`src/rtl/mmio_uart_tx_if.sv`:
```
// Data-memory bus slice seen by the memory-mapped UART transmitter.
interface mmio_uart_tx_if;
  logic        we;
  logic [31:0] addr;
  logic [31:0] wdata;
  logic [31:0] rdata;
  logic        sel;

  modport master (
    output we,
    output addr,
    output wdata,
    input  rdata,
    input  sel
  );

  modport slave (
    input  we,
    input  addr,
    input  wdata,
    output rdata,
    output sel
  );
endinterface

```
`src/rtl/mmio_uart_tx.sv`:
```
// Memory-mapped 8N1 UART transmitter with a small byte FIFO and a programmable
// baud divisor. Registers: DATA (+0), STATUS (+4), DIV (+8), reserved (+12).
module mmio_uart_tx #(
  parameter logic [31:0] BASE_ADDR = 32'h0000_0100,
  parameter int unsigned DEPTH     = 4,
  parameter logic [15:0] DIV_RESET = 16'd868
) (
  input  logic           clk,
  input  logic           rst,
  mmio_uart_tx_if.slave  bus,
  output logic           tx,
  output logic           irq
);

  localparam int unsigned PtrW = $clog2(DEPTH);
  localparam int unsigned CntW = PtrW + 1;
  localparam logic [CntW-1:0] Full = CntW'(DEPTH);

  localparam logic [1:0] StIdle  = 2'd0;
  localparam logic [1:0] StStart = 2'd1;
  localparam logic [1:0] StData  = 2'd2;
  localparam logic [1:0] StStop  = 2'd3;

  logic [7:0]      mem_q [DEPTH];
  logic [PtrW-1:0] wr_ptr_q, rd_ptr_q;
  logic [CntW-1:0] count_q, count_d;
  logic            ovf_q;
  logic [15:0]     div_q;
  logic [1:0]      state_q, state_d;
  logic [15:0]     cnt_q, cnt_d;
  logic [2:0]      idx_q, idx_d;
  logic [7:0]      shift_q, shift_d;
  logic            tx_q, tx_d;

  logic [1:0] off;
  logic       wr_data, wr_status, wr_div;
  logic       full, empty, busy, push, pop;
  logic       unused_bits;

  assign off       = bus.addr[3:2];
  assign bus.sel   = (bus.addr[31:4] == BASE_ADDR[31:4]);
  assign wr_data   = bus.we && bus.sel && (off == 2'd0);
  assign wr_status = bus.we && bus.sel && (off == 2'd1);
  assign wr_div    = bus.we && bus.sel && (off == 2'd2);

  assign full  = (count_q == Full);
  assign empty = (count_q == '0);
  assign busy  = (state_q != StIdle);
  // Full is judged before any same-cycle pop, so a write to a full FIFO drops.
  assign push  = wr_data && !full;
  assign pop   = (state_q == StIdle) && !empty;

  assign tx  = tx_q;
  assign irq = empty && !busy;

  assign unused_bits = ^{bus.addr[1:0], bus.wdata[31:16]};

  // Register read mux; purely a function of address and current state.
  always_comb begin
    bus.rdata = '0;
    if (bus.sel) begin
      case (off)
        2'd1:    bus.rdata = {28'd0, ovf_q, empty, busy, full};
        2'd2:    bus.rdata = {16'd0, div_q};
        default: bus.rdata = '0;
      endcase
    end
  end

  // FIFO occupancy: simultaneous push and pop leaves the count unchanged.
  always_comb begin
    count_d = count_q;
    case ({push, pop})
      2'b10:   count_d = count_q + 1'b1;
      2'b01:   count_d = count_q - 1'b1;
      default: count_d = count_q;
    endcase
  end

  // FIFO storage needs no reset; validity is tracked by the pointers.
  always_ff @(posedge clk) begin
    if (push) mem_q[wr_ptr_q] <= bus.wdata[7:0];
  end

  // FIFO pointers, count, sticky overflow and divisor register.
  always_ff @(posedge clk or negedge rst) begin
    if (!rst) begin
      wr_ptr_q <= '0;
      rd_ptr_q <= '0;
      count_q  <= '0;
      ovf_q    <= 1'b0;
      div_q    <= DIV_RESET;
    end else begin
      count_q <= count_d;
      if (push) wr_ptr_q <= wr_ptr_q + 1'b1;
      if (pop)  rd_ptr_q <= rd_ptr_q + 1'b1;
      if (wr_data && full) begin
        ovf_q <= 1'b1;
      end else if (wr_status && bus.wdata[3]) begin
        ovf_q <= 1'b0;
      end
      if (wr_div) div_q <= (bus.wdata[15:0] == 16'd0) ? 16'd1 : bus.wdata[15:0];
    end
  end

  // Serialiser next state; the bit period reloads from DIV at every boundary.
  always_comb begin
    state_d = state_q;
    cnt_d   = cnt_q;
    idx_d   = idx_q;
    shift_d = shift_q;
    case (state_q)
      StIdle: begin
        if (!empty) begin
          state_d = StStart;
          shift_d = mem_q[rd_ptr_q];
          cnt_d   = div_q;
        end
      end
      StStart: begin
        if (cnt_q == 16'd1) begin
          state_d = StData;
          cnt_d   = div_q;
          idx_d   = 3'd0;
        end else begin
          cnt_d = cnt_q - 16'd1;
        end
      end
      StData: begin
        if (cnt_q == 16'd1) begin
          cnt_d = div_q;
          if (idx_q == 3'd7) begin
            state_d = StStop;
          end else begin
            idx_d   = idx_q + 3'd1;
            shift_d = shift_q >> 1;
          end
        end else begin
          cnt_d = cnt_q - 16'd1;
        end
      end
      default: begin
        if (cnt_q == 16'd1) begin
          state_d = StIdle;
        end else begin
          cnt_d = cnt_q - 16'd1;
        end
      end
    endcase
  end

  // Line level decoded from the next state so tx is a glitch-free flop output.
  always_comb begin
    case (state_d)
      StStart: tx_d = 1'b0;
      StData:  tx_d = shift_d[0];
      default: tx_d = 1'b1;
    endcase
  end

  // Serialiser state; reset forces the line high even mid-frame.
  always_ff @(posedge clk or negedge rst) begin
    if (!rst) begin
      state_q <= StIdle;
      cnt_q   <= 16'd1;
      idx_q   <= 3'd0;
      shift_q <= 8'd0;
      tx_q    <= 1'b1;
    end else begin
      state_q <= state_d;
      cnt_q   <= cnt_d;
      idx_q   <= idx_d;
      shift_q <= shift_d;
      tx_q    <= tx_d;
    end
  end

endmodule

```
`src/flat_wrapper.sv`:
```
// flat-port wrapper written by rule: the top's interface ports become plain ports
module mmio_uart_tx_flat 
#(
  parameter logic [31:0] BASE_ADDR = 32'h0000_0100,
  parameter int unsigned DEPTH     = 4,
  parameter logic [15:0] DIV_RESET = 16'd868
)
  (clk, rst, tx, irq, bus_we, bus_addr, bus_wdata, bus_rdata, bus_sel);
  mmio_uart_tx_if bus_i ();
  input  logic clk;
  input  logic rst;
  output logic tx;
  output logic irq;
  input wire logic [$bits(bus_i.we)-1:0] bus_we;
  input wire logic [$bits(bus_i.addr)-1:0] bus_addr;
  input wire logic [$bits(bus_i.wdata)-1:0] bus_wdata;
  output wire logic [$bits(bus_i.rdata)-1:0] bus_rdata;
  output wire logic [$bits(bus_i.sel)-1:0] bus_sel;
  assign bus_i.we = bus_we;
  assign bus_i.addr = bus_addr;
  assign bus_i.wdata = bus_wdata;
  assign bus_rdata = bus_i.rdata;
  assign bus_sel = bus_i.sel;
  mmio_uart_tx #(.BASE_ADDR(BASE_ADDR), .DEPTH(DEPTH), .DIV_RESET(DIV_RESET)) u_core (.clk(clk), .rst(rst), .bus(bus_i), .tx(tx), .irq(irq));
endmodule
```
`config.mk`:
```
export PLATFORM = sky130hd
export DESIGN_NAME = mmio_uart_tx_flat
export DESIGN_NICKNAME = d
export VERILOG_FILES = /design/src/rtl/mmio_uart_tx_if.sv /design/src/rtl/mmio_uart_tx.sv /design/src/flat_wrapper.sv
export SDC_FILE = /design/constraint.sdc
export NUM_CORES = 1
export LEC_CHECK = 0
export CORE_MARGIN = 3
export CORE_UTILIZATION = 35
export DETAILED_ROUTE_END_ITERATION = 8
export DONT_BUFFER_PORTS = 1
export SETUP_SLACK_MARGIN = 0.2
export SYNTH_ARGS = -nofsm -noshare
export SYNTH_HDL_FRONTEND = slang
export SYNTH_SLANG_ARGS = --single-unit
```
`constraint.sdc`:
```
create_clock -name clk -period 4.3 [get_ports clk]
set_clock_uncertainty 0.15 [all_clocks]
set_input_delay 0.86 -clock clk [delete_from_list [all_inputs] [get_ports clk]]
set_output_delay 0.86 -clock clk [all_outputs]
set_load 0.005 [all_outputs]
```
---- Word-level counts from Yosys, hierarchy flattened ----
Memories as Yosys holds them, arrays and structs flattened.
Index checks and enable logic that the tools add are counted.
storage, ports and cells
  flip-flop bits (word level) ............. 54
  memory bits (writable) .................. 32
  bits of input ports ..................... 67
  output and inout port bits .............. 35
  logic and storage cells ................. 87
  memories ................................ 1
memory list
  name          words  width  read ports  clocked after memory_dff  write ports  RTL line            text
  u_core.mem_q  4      8      1           0                         1            mmio_uart_tx.sv:24  logic [7:0] mem_q [DEPTH];
operators by class
  add/subtract/negate cells ............... 6
  equal/unequal tests ..................... 17
  muxes and demuxes ....................... 27
  reduce and logical (&&, ||, !) cells .... 25
operators with widths
  cell                   count
  $mux 16                5
  $pmux 16 s2            2
  $eq 28x5->1 const B    1
  $mux 8                 3
  $eq 16x1->1 const B    1
  $logic_not 16->1       1
  $pmux 8 s2             1
  $sub 16x1->16 const B  1
  $pmux 3 s2             2
  $mux 2                 5
  $reduce_bool 2->1      5
  $logic_and 1x1->1      9
  $mux 3                 3
  $eq 2x1->1 const B     4
  $eq 2x2->1 const B     4
  $reduce_and 4->1       2
  $add 3x1->3 const B    2
  $eq 3x3->1 const B     2
  $pmux 2 s3             1
  $add 2x1->2 const B    2
  $logic_not 2->1        2
  $mux 1                 4
  $ne 2x1->1 const B     2
  $ne 2x2->1 const B     2
  other kinds (7)        9

---- Longest topological paths before layout ----
Gate-level depths: netlist of the first run.
  depth after elaboration ................. 6
  gate-level depth with buffers ........... 13

---- Worst setup path after synthesis of the first run ----
OpenSTA, ideal clock, no wires.
  path kind ............................... input -> output
  start ................................... input port bus_addr[6]
  end ..................................... output port bus_rdata[0]
  arrival time ............................ 1992 ps
  data required time ...................... 3290 ps
  setup slack ............................. 1298 ps
  stages .................................. 6
  cell sequence ........................... nor4b_1 -> nand4_1 -> nor2_1 -> clkbuf_1 -> nand2_1 -> nor2_1
on the way
  cells in the longest elaborated chain, start to end .. 2
ends and longest elaborated chain
  element          RTL line            text
  start, declared  flat_wrapper.sv:15  input wire logic [$bits(bus_i.addr)-1:0] bus_addr;
  $eq 28x5->1      mmio_uart_tx.sv:41  assign bus.sel = (bus.addr[31:4] == BASE_ADDR[31:4]);
  via bus_sel      flat_wrapper.sv:18  output wire logic [$bits(bus_i.sel)-1:0] bus_sel;
  $mux 16          mmio_uart_tx.sv:61  if (bus.sel) begin
  end, declared    flat_wrapper.sv:17  output wire logic [$bits(bus_i.rdata)-1:0] bus_rdata;
The timed path passes the listed nets, and every way through them passes these cells.

---- Final worst setup path of the first run ----
  start ................................... input port bus_addr[6]
  end ..................................... output port bus_rdata[0]
on the way
  cells in the longest elaborated chain, start to end .. 2
ends and longest elaborated chain
  element      RTL line
  $eq 28x5->1  mmio_uart_tx.sv:41
  $mux 16      mmio_uart_tx.sv:61
Every way passes these cells.

==> out/metrics.yaml, run 1 <==
status:
  status: "finished clean"
critical_path:
  crit_family: "simple AND/OR/NAND/NOR gates"
  crit_chain: "nor4b_1, nand4_1, nor2_1, buf_4, nand2_1, nor2_1"
  cp_max_fo: 15
  crit_type: "in -> out"
  critPathMaxStageDelay_ns: 0.27
  crit_top_cell: "nor2_1"
  cp.required_ns: 3.29
  slowest_stage: "nor4b_1"
  arrival_ns: 1.93
  critPathCaptureType: "output pin"
  cp_num_buf_inv: 1
  setup.worst_path.start_class: "primary input"
global_routing:
  grt_max_degree: 55
  grt_use_total_pct: 13.44
  top_usage_layer: "met2"
  use_met1_pct: 18.02
  grt_pass1_wl_um: 15340
  use_met2_pct: 20.83
  grt_pass1_vias: 2962
  antenna_found_initial: 0
  met3_usage_pct: 3.252
  grt_overflow_total: 0
drt:
  avgRoutedWirePerCell_um: 16.69
  vias: 3052
  drt_iter0_drc: 235
  drc: 0
  antenna_left: 0
  vias_per_cell: 5.402
  first_pass_iters: 4
  wirelength_um: 9431
sta:
  fin_crit_sh_pct: 68.28
  tns_ns: 0
  hold_viol_final: 0
  tightest_slew_ns: 0.9727
  grt_setup_unrepaired: "no"
  finalMaxSlewViolations: 0
  setup_viol: 0
  slew_headroom_pct: 34.77
  min_period_ns: 2.936
  fmax_mhz: 340.6
clock_tree:
  cts_buffers: 9
  post-cts-setup-buffer-count: 0
  root_buffer: "clkbuf_16"
  clkLatencyLatePin_ns: 0.33
  clockBufferDepth: 2
  cts_resized: 0
  cts_tree: "done"
  clock_sinks: 86
  cts_hold_buf: 0
  path_clk_slew_ns: 0.06
  cts.htree.levels: 3
final_layout:
  area_delta_synth_final_pct: 8.011
  n_fill_cell: 1179
  multi_input_comb_area_mm2: 0.002008
  final_nets: 476
  final_cell_area_mm2: 0.004892
  diodes: 0
  drive_above_1_share_pct: 16.12
  regArea_mm2: 0.002321
floorplanning:
  row_count: 40
  initial_core_util_pct: 36.79
  dieArea_mm2: 0.01434
  die_y_um: 119.8
  num_io_pins: 102
  die_x_um: 119.8
  fp.coreArea_mm2: 0.01231
worst_hold_path:
  hold_path_class: "in -> async"
place:
  postPlaceCellArea_mm2: 0.004618
  gp_congestion: 0.8430
  dp_hpwl_um: 6867
  portBuffers: 0
run:
  drv_cap: 0
power_and_ir_drop:
  leakage_uw: 0.001949
  p_per_area_mw_per_mm2: 323.2
  peakVddDrop_uv: 224.5
yosys:
  ys.flop_type: "dfrtp_1"
  seq_area_frac_synth_pct: 51.24
  yosys.area.top_type: "dfrtp_1"
  syn_area_mm2: 0.004529
  synth_area_per_cell_um2: 11.47
  ys_seq_elements: 86
  synth_top_area_share_pct: 25.97
  yosys_warnings: 0
  async_reset_ff_share_pct: 62.79
  synthCells: 395
  ys_types: 61
  synthTopCellsByArea: "dfrtp_1 (26%), edfxtp_1 (21%), ha_1 (4.4%)"
  synth-edff-count: 32
[cells by family (layout without fill, tap and decap cells)]
group | after synthesis | count (layout) | share of synthesized area (%)
and+or+nand+nor | 128 | 128 | 15.50
DFF | 86 | 86 | 51.24
AOI/OAI and AO/OA | 84 | 84 | 13.07
buffers and inverters | 47 | 34 | 5.663
muxes | 26 | 26 | 8.425
adders and majority gates | 17 | 17 | 4.862
xor gates and xnor gates | 6 | 6 | 1.160
other | 1 | 16 | 0.08279
[registers in the layout, summed over array words and instances (netlist names)]
name,count
u_core.div_q,16
u_core.shift_q,8
u_core.tx,1
u_core.count_q,3
u_core.mem_q,32
u_core.ovf_q,1
u_core.wr_ptr_q,2
u_core.idx_q,3
u_core.rd_ptr_q,2
u_core.state_q,2
u_core.cnt_q,16
[report_power, final]
group / leakage (uW) / switching, uW / internal [uW]
logic: 0.000805 / 10.1 / 4.59
registers: 0.00101 / 0.219 / 852
clock network: 0.000133 / 322 / 393
[layout make-up]
class,count,share of cell area [%]
Clock inverter,7,0.9974
Clock buffer,9,4.604
Timing Repair Buffer,3,0.4604
Inverter,15,1.151
Tap cell,168,4.297
Multi-Input combinational cell,277,41.05
Sequential cell,86,47.44
[cell usage in the layout, fill, tap and decap left out, types with 3 or more instances in the layout]
master / count
nand3_1: 3
buf_4: 3
o21ai_1: 20
and3_1: 14
o311ai_1: 4
nor4_1: 11
dfrtp_1: 47
a31oi_1: 3
and2_1: 6
dfstp_2: 7
nor3_1: 7
mux2_2: 17
mux4_2: 8
conb_1: 16
ha_1: 16
edfxtp_1: 32
a22o_1: 3
nor2_1: 30
o21ai_0: 10
xnor2_1: 3
a32oi_1: 6
xor2_1: 3
inv_1: 15
clkbuf_16: 9
nand2_1: 33
a22oi_1: 9
a21oi_1: 14
[metrics by stage]
step                      setup slack, ns  hold slack (ns)  total power (uW)  instances  utilization [%]
after global routing                1.207          0.05024              1634        565            39.74
after detailed placement            1.156           0.3263             882.0        549            37.51
after floorplan                     1.298           0.3060             890.4        410                -
final                               1.364          0.06602              1581        565            39.74
after global placement              1.227           0.3207             881.9        549            37.51
after CTS                           1.341          0.05222              1595        565            39.74
[cell usage after synthesis (2+ instances only)]
master and number:
ha_1 16, a211oi_1 2, a32oi_1 6, nor3_4 2
a22oi_1 9, mux2_2 17, o21ai_0 10, nor2_1 30
nand2_1 33, and3_1 14, inv_1 15, xnor2_1 3
mux4_2 8, a22o_1 3, dfstp_2 7, a21oi_1 14
o31a_1 2, buf_2 7, and2_1 6, nand3_1 3
o21ai_1 20, nand4_1 2, clkbuf_1 6, nor3_2 2
dfrtp_1 47, nor2_2 2, buf_4 19, o311ai_1 4
nor3b_1 2, nor3_1 7, nor4_1 11, nand2b_1 2
a31oi_1 3, edfxtp_1 32, xor2_1 3
[worst register-to-register path, cell delays in order, from the launching register on]
cell and delay (ns):
dfstp_2 0.58, ha_1 0.15, nor2b_1 0.18, nand4_2 0.30, o41ai_4 0.69, nor2_2 0.20
nand4_1 0.22, o311ai_1 0.11
[path summary, 6_finish.rpt]
path,slack (ns),endpoint,cells past startpoint,startpoint
worst max-delay path,1.36,bus_rdata[0],6,bus_addr[6]
worst min register to register,0.34,u_core.shift_q[2],2,u_core.shift_q[2]
worst max register to register,1.60,u_core.cnt_q[13],7,u_core.cnt_q[0]
max in group asynchronous,3.72,u_core.tx,0,rst
min in group clk,0.34,u_core.shift_q[2],2,u_core.shift_q[2]
worst min-delay path,0.07,u_core.wr_ptr_q[0],0,rst
[routing by layer]
metal	share of wire, %	vias to the layer above
met4	2.3	0
li1	-	1435
met3	6.5	14
met1	45	1495
met2	46	108
met5	0	-
Power figures use the tool's default switching activity.
==> inputs of run 2 (changes only) <==
==> constraint.sdc (replaced) <==
create_clock -name clk -period 2.35 [get_ports clk]
set_clock_uncertainty 0.15 [all_clocks]
set_input_delay 0.47 -clock clk [delete_from_list [all_inputs] [get_ports clk]]
set_output_delay 0.47 -clock clk [all_outputs]
set_load 0.005 [all_outputs]
==> run 2 against run 1 <==
Compared with the run above:
- routed wire length rose by 22%
- first-iteration DRC count is 48% higher
- count of clock-buffer cells in the layout did not move
- core utilization increased by 8.5 points
- power increased by 110%
- sequential power rose by 83%
- critical endpoint is now u_core.cnt_q[13]
- cell count increased by 10%
- critical path depth up 2
- critical path type is now reg -> reg
- clock power grew 130%
- worst hold slack better by 0.0034 ns
- global-route usage up 1.5 points
- register-to-register slack got worse by 1.5 ns
==> out/metrics.yaml, run 2 (same netlist as run 1, synthesis figures left out) <==
sta:
  tns_ns: 0
  fin_crit_sh_pct: 94.60
  tightest_slew_ns: 0.4873
  finalMaxSlewViolations: 0
  fmax_mhz: 449.8
  hold_ws_ns: 0.06945
  min_period_ns: 2.223
  setup_viol: 0
  hold_viol_final: 0
  grt_setup_unrepaired: "yes"
  slew_headroom_pct: 67.21
run:
  drv_cap: 0
final_layout:
  final_nets: 533
  largest_register_ffs: 32
  area_delta_synth_final_pct: 31.24
  largest_register: "u_core.mem_q"
  diodes: 0
  drive_above_1_share_pct: 38.99
  final_common_cell: "dfrtp_1"
  reg.largest.list: "u_core.mem_q x32, u_core.cnt_q x16, u_core.div_q x16"
  layout_common_cells: "dfrtp_1 (42), buf_4 (38), nand2_1 (32), edfxtp_1 (32), o21ai_1 (27)"
  n_fill_cell: 1074
critical_path:
  slowest_stage: "or4_4"
  crit_chain: "or4_4, nor3_4, o2bb2ai_4, buf_12, buf_12, nor2_1, o21ai_1, o311ai_1"
  cp.required_ns: 2.41
  setup.worst_path.start_class: "flip-flop"
  cp_num_buf_inv: 2
  crit_top_cell: "buf_12"
  critPathMaxStageDelay_ns: 0.57
  cp_max_fo: 6
  arrival_ns: 2.28
  crit_family: "simple AND/OR/NAND/NOR gates"
  crit_type: "reg -> reg"
  critPathCaptureType: "flip-flop"
clock_tree:
  cts_buffers: 9
  cts_tree: "done"
  clkLatencyLatePin_ns: 0.34
  path_clk_slew_ns: 0.07
  cts.htree.levels: 3
  clockBufferDepth: 2
  clock_sinks: 86
  root_buffer: "clkbuf_16"
status:
  status: "finished clean"
place:
  dp_hpwl_um: 7533
  gp_congestion: 0.8249
  portBuffers: 0
global_routing:
  use_met2_pct: 23.66
  antenna_found_initial: 0
  met3_usage_pct: 3.487
  grt_pass1_wl_um: 16940
  grt_max_degree: 55
  top_usage_layer: "met2"
  grt_pass1_vias: 3190
  grt_use_total_pct: 14.91
  grt_overflow_total: 0
  use_met1_pct: 19.88
floorplanning:
  die_y_um: 119.8
  num_io_pins: 102
  fp.coreArea_mm2: 0.01231
  initial_core_util_pct: 36.79
  dieArea_mm2: 0.01434
  die_x_um: 119.8
  row_count: 40
drt:
  antenna_left: 0
  vias_per_cell: 5.426
  avgRoutedWirePerCell_um: 18.50
  drt_iter0_drc: 348
  wirelength_um: 11500
  vias: 3375
  first_pass_iters: 4
  drc: 0
power_and_ir_drop:
  p_per_area_mw_per_mm2: 555.2
  leakage_uw: 0.002370
  peakVddDrop_uv: 427.2
worst_hold_path:
  hold_path_class: "in -> reg"
==> run 2: cell count changes in the layout (fill, tap and decap cells not counted), moves of 7 or more <==
| cell | previous run | this run |
|---|---|---|
| o21ai_0 | 10 | 1 |
| nor2_4 | 0 | 10 |
| buf_4 | 3 | 38 |
| o21ai_1 | 20 | 27 |
| buf_6 | 0 | 9 |
| nor2_1 | 30 | 19 |
| nor4_1 | 11 | 4 |
==> run 2: worst paths after layout <==
path                                   startpoint                  to  slack (ns)  cells past startpoint
worst max-delay path              u_core.cnt_q[5]    u_core.cnt_q[13]        0.13                      8
worst min-delay path                 bus_wdata[5]  u_core.mem_q[3][5]        0.07                      0
worst max register to register    u_core.cnt_q[5]    u_core.cnt_q[13]        0.13                      8
worst min register to register  u_core.shift_q[2]   u_core.shift_q[2]        0.34                      2
max in group asynchronous                     rst     u_core.div_q[9]        1.25                      2
min in group asynchronous                     rst  u_core.wr_ptr_q[0]        0.50                      2
==> run 2: where the power goes <==
part           switching [uW]  internal [uW]  total [uW]
registers               0.294           1560        1560
clock network             620           1050        1670
logic                    45.8           22.7        68.4
==> run 2: what timing repair did <==
item	4_1_cts	5_1_grt
endpoints found under the hold margin	54	0
gates resized for setup	22	61
pin swaps	12	29
setup buffers	9	18
setup endpoints to repair	24	34
cloned	1	4
hold buffers	2	0
==> run 2: area by class of cell <==
| class | instances | area [um2] | area share (%) |
|---|---|---|---|
| well taps | 168 | 210.2 | 3.536 |
| clock buffers | 9 | 225.2 | 3.789 |
| multi-input cells | 277 | 2380 | 40.03 |
| flip-flops and latches | 86 | 2327 | 39.15 |
| clock inverters | 7 | 126.4 | 2.126 |
| inverters | 15 | 56.30 | 0.9472 |
| repair buffers | 60 | 619.3 | 10.42 |
==> run 2: metrics by stage <==
step	total power, uW	utilization, %	instance area, um2	instances	worst slack [ns]
after floorplan	1632	-	4700	410	-0.09360
after global placement	1620	39.99	4923	572	-0.03738
after detailed placement	1621	39.99	4923	572	-0.1039
after CTS	3319	44.44	5472	600	0.2031
after global routing	3382	48.28	5944	622	0.07583
final	3300	48.28	5944	622	0.1269
==> run 2: per-layer routing <==
metal,up-vias,routed length (um)
li1,1547,-
met4,0,205
met2,125,5759
met5,-,0
met3,16,665
met1,1687,4874
==> run 2: worst reg2reg max path, stage by stage (launching register included) <==
cell,delay [ns]
dfrtp_1,0.40
or4_4,0.57
nor3_4,0.23
o2bb2ai_4,0.20
buf_12,0.15
buf_12,0.11
nor2_1,0.05
o21ai_1,0.14
o311ai_1,0.11
==> inputs of run 3 (changes only) <==
--- a/config.mk
+++ b/config.mk
@@ -5,10 +5,10 @@
 export SDC_FILE = /design/constraint.sdc
 export NUM_CORES = 1
 export LEC_CHECK = 0
-export CORE_MARGIN = 3
 export CORE_UTILIZATION = 35
 export DETAILED_ROUTE_END_ITERATION = 8
 export DONT_BUFFER_PORTS = 1
+export PLACE_DENSITY_LB_ADDON = 0.15
 export SETUP_SLACK_MARGIN = 0.2
 export SYNTH_ARGS = -nofsm -noshare
 export SYNTH_HDL_FRONTEND = slang
==> run 3 against run 2 <==
Compared with the run above:
- flip-flop and latch count unchanged
- clock power shrank 21%
- sequential power is essentially flat
- die area down 6.6%
- cell count is 0.64% lower
- global-route usage up 2.6 points
- power down 11%
- combinational power down 9.2%
- register-to-register slack better by 0.09 ns
- via count down 4.7%
- non-clock buffer count down 8
- largest cell class is now registers
==> out/metrics.yaml, run 3 (same netlist as run 1, synthesis figures left out) <==
drt:
  drc: 0
  avgRoutedWirePerCell_um: 17.89
  vias_per_cell: 5.207
  antenna_left: 0
  first_pass_iters: 4
  drt_iter0_drc: 220
  wirelength_um: 11060
  vias: 3218
sta:
  setup_viol: 0
  finalMaxSlewViolations: 0
  hold_viol_final: 0
  fmax_mhz: 469.9
  fin_crit_sh_pct: 90.56
  min_period_ns: 2.128
  hold_ws_ns: 0.06692
  grt_setup_unrepaired: "yes"
global_routing:
  antenna_found_initial: 0
  grt_use_total_pct: 17.47
  grt_max_degree: 55
  grt_pass1_wl_um: 17240
  grt_pass1_vias: 3116
  grt_overflow_total: 0
place:
  portBuffers: 0
  gp_congestion: 0.8293
  dp_hpwl_um: 7622
floorplanning:
  row_count: 41
  dieArea_mm2: 0.01340
  initial_core_util_pct: 35.89
  fp.coreArea_mm2: 0.01262
  die_x_um: 115.8
  die_y_um: 115.8
  num_io_pins: 102
clock_tree:
  path_clk_slew_ns: 0.06
  clkLatencyLatePin_ns: 0.35
  clock_sinks: 86
  cts_buffers: 9
  clockBufferDepth: 2
  cts_tree: "done"
  root_buffer: "clkbuf_16"
  cts.htree.levels: 3
final_layout:
  largest_register: "u_core.mem_q"
  n_fill_cell: 1188
  drive_above_1_share_pct: 35.20
  reg.largest.list: "u_core.mem_q x32, u_core.cnt_q x16, u_core.div_q x16"
  largest_register_ffs: 32
  regArea_mm2: 0.002322
  final_nets: 525
  final_common_cell: "dfrtp_1"
  area_delta_synth_final_pct: 23.84
  layout_common_cells: "dfrtp_1 (46), buf_4 (38), nand2_1 (32), edfxtp_1 (32), nor2_1 (25)"
  multi_input_comb_area_mm2: 0.002288
  diodes: 0
critical_path:
  crit_chain: "buf_6, nor4_4, nand2b_4, o41ai_4, buf_4, nor2_4, nand4_1, o311ai_2"
  cp_max_fo: 6
  slowest_stage: "dfrtp_1"
  critPathCaptureType: "flip-flop"
  cp_num_buf_inv: 2
  crit_family: "simple AND/OR/NAND/NOR gates"
  setup.worst_path.start_class: "flip-flop"
  critPathMaxStageDelay_ns: 0.41
  cp.required_ns: 2.41
  crit_type: "reg -> reg"
  arrival_ns: 2.19
power_and_ir_drop:
  peakVddDrop_uv: 385.0
  p_per_area_mw_per_mm2: 524.6
  power.total_uw: 2942
  leakage_uw: 0.002250
status:
  status: "finished clean"
worst_hold_path:
  hold_path_class: "in -> reg"
run:
  drv_cap: 0
-- run 3: repair_timing --
action                                 in CTS  in global routing
gates cloned                                3                  1
setup endpoints to repair                  31                 46
buffers inserted                            9                  6
hold buffers                                2                  0
endpoints found under the hold margin      54                  0
pin swaps                                   4                 27
resized for setup                          24                 30
-- run 3: worst register-to-register path, delay by kind of cell, from the launching register on --
| family | cells | cell delay (ns) |
|---|---|---|
| buffers and inverters | 2 | 0.33 |
| and+or+nand+nor | 4 | 0.70 |
| AOI/OAI and AO/OA | 2 | 0.41 |
| DFF | 1 | 0.41 |
-- run 3: routing by layer --
| metal | wire (um) | vias up | GRT usage (%) |
|---|---|---|---|
| li1 | - | 1538 | - |
| met5 | 0 | - | 0 |
| met3 | 707 | 11 | 3.609 |
| met4 | 183 | 0 | 7.179 |
| met1 | 5095 | 1568 | 24.57 |
| met2 | 5069 | 101 | 26.27 |
-- run 3: final cells by class --
cell class / instances / area share [%]
Tap cell: 172 / 3.837
Clock buffer: 10 / 4.082
Multi-Input combinational cell: 277 / 40.80
Sequential cell: 86 / 41.40
Clock inverter: 6 / 0.6692
Inverter: 15 / 1.004
Timing Repair Buffer: 52 / 8.209
-- run 3: path summary, 6_finish.rpt --
path                            cells past startpoint              start  slack [ns]                 end
worst max-delay path                                8    u_core.cnt_q[2]        0.22    u_core.cnt_q[15]
worst min-delay path                                0       bus_wdata[3]        0.07  u_core.mem_q[2][3]
worst max register to register                      8    u_core.cnt_q[2]        0.22    u_core.cnt_q[15]
worst min register to register                      2  u_core.shift_q[7]        0.34   u_core.shift_q[7]
max in group asynchronous                           2                rst        1.25     u_core.div_q[2]
min in group asynchronous                           2                rst        0.50   u_core.shift_q[5]
-- run 3: report_power, final --
group          internal [uW]  switching (uW)
logic                   21.4            40.7
clock network            713             609
registers               1560           0.246
total                   2290             650
-- run 3: per-stage QoR --
step	area [um2]	cells	setup slack [ns]	TNS, ns	util, %
floorplan	4700	410	-0.09360	-0.1750	-
global placement	4954	581	-0.03522	-0.04084	39.25
detailed placement	4954	581	-0.06117	-0.1203	39.25
CTS	5438	611	0.1943	0	43.09
global route	5609	618	0.1501	0	44.45
finish	5609	618	0.2218	0	44.45
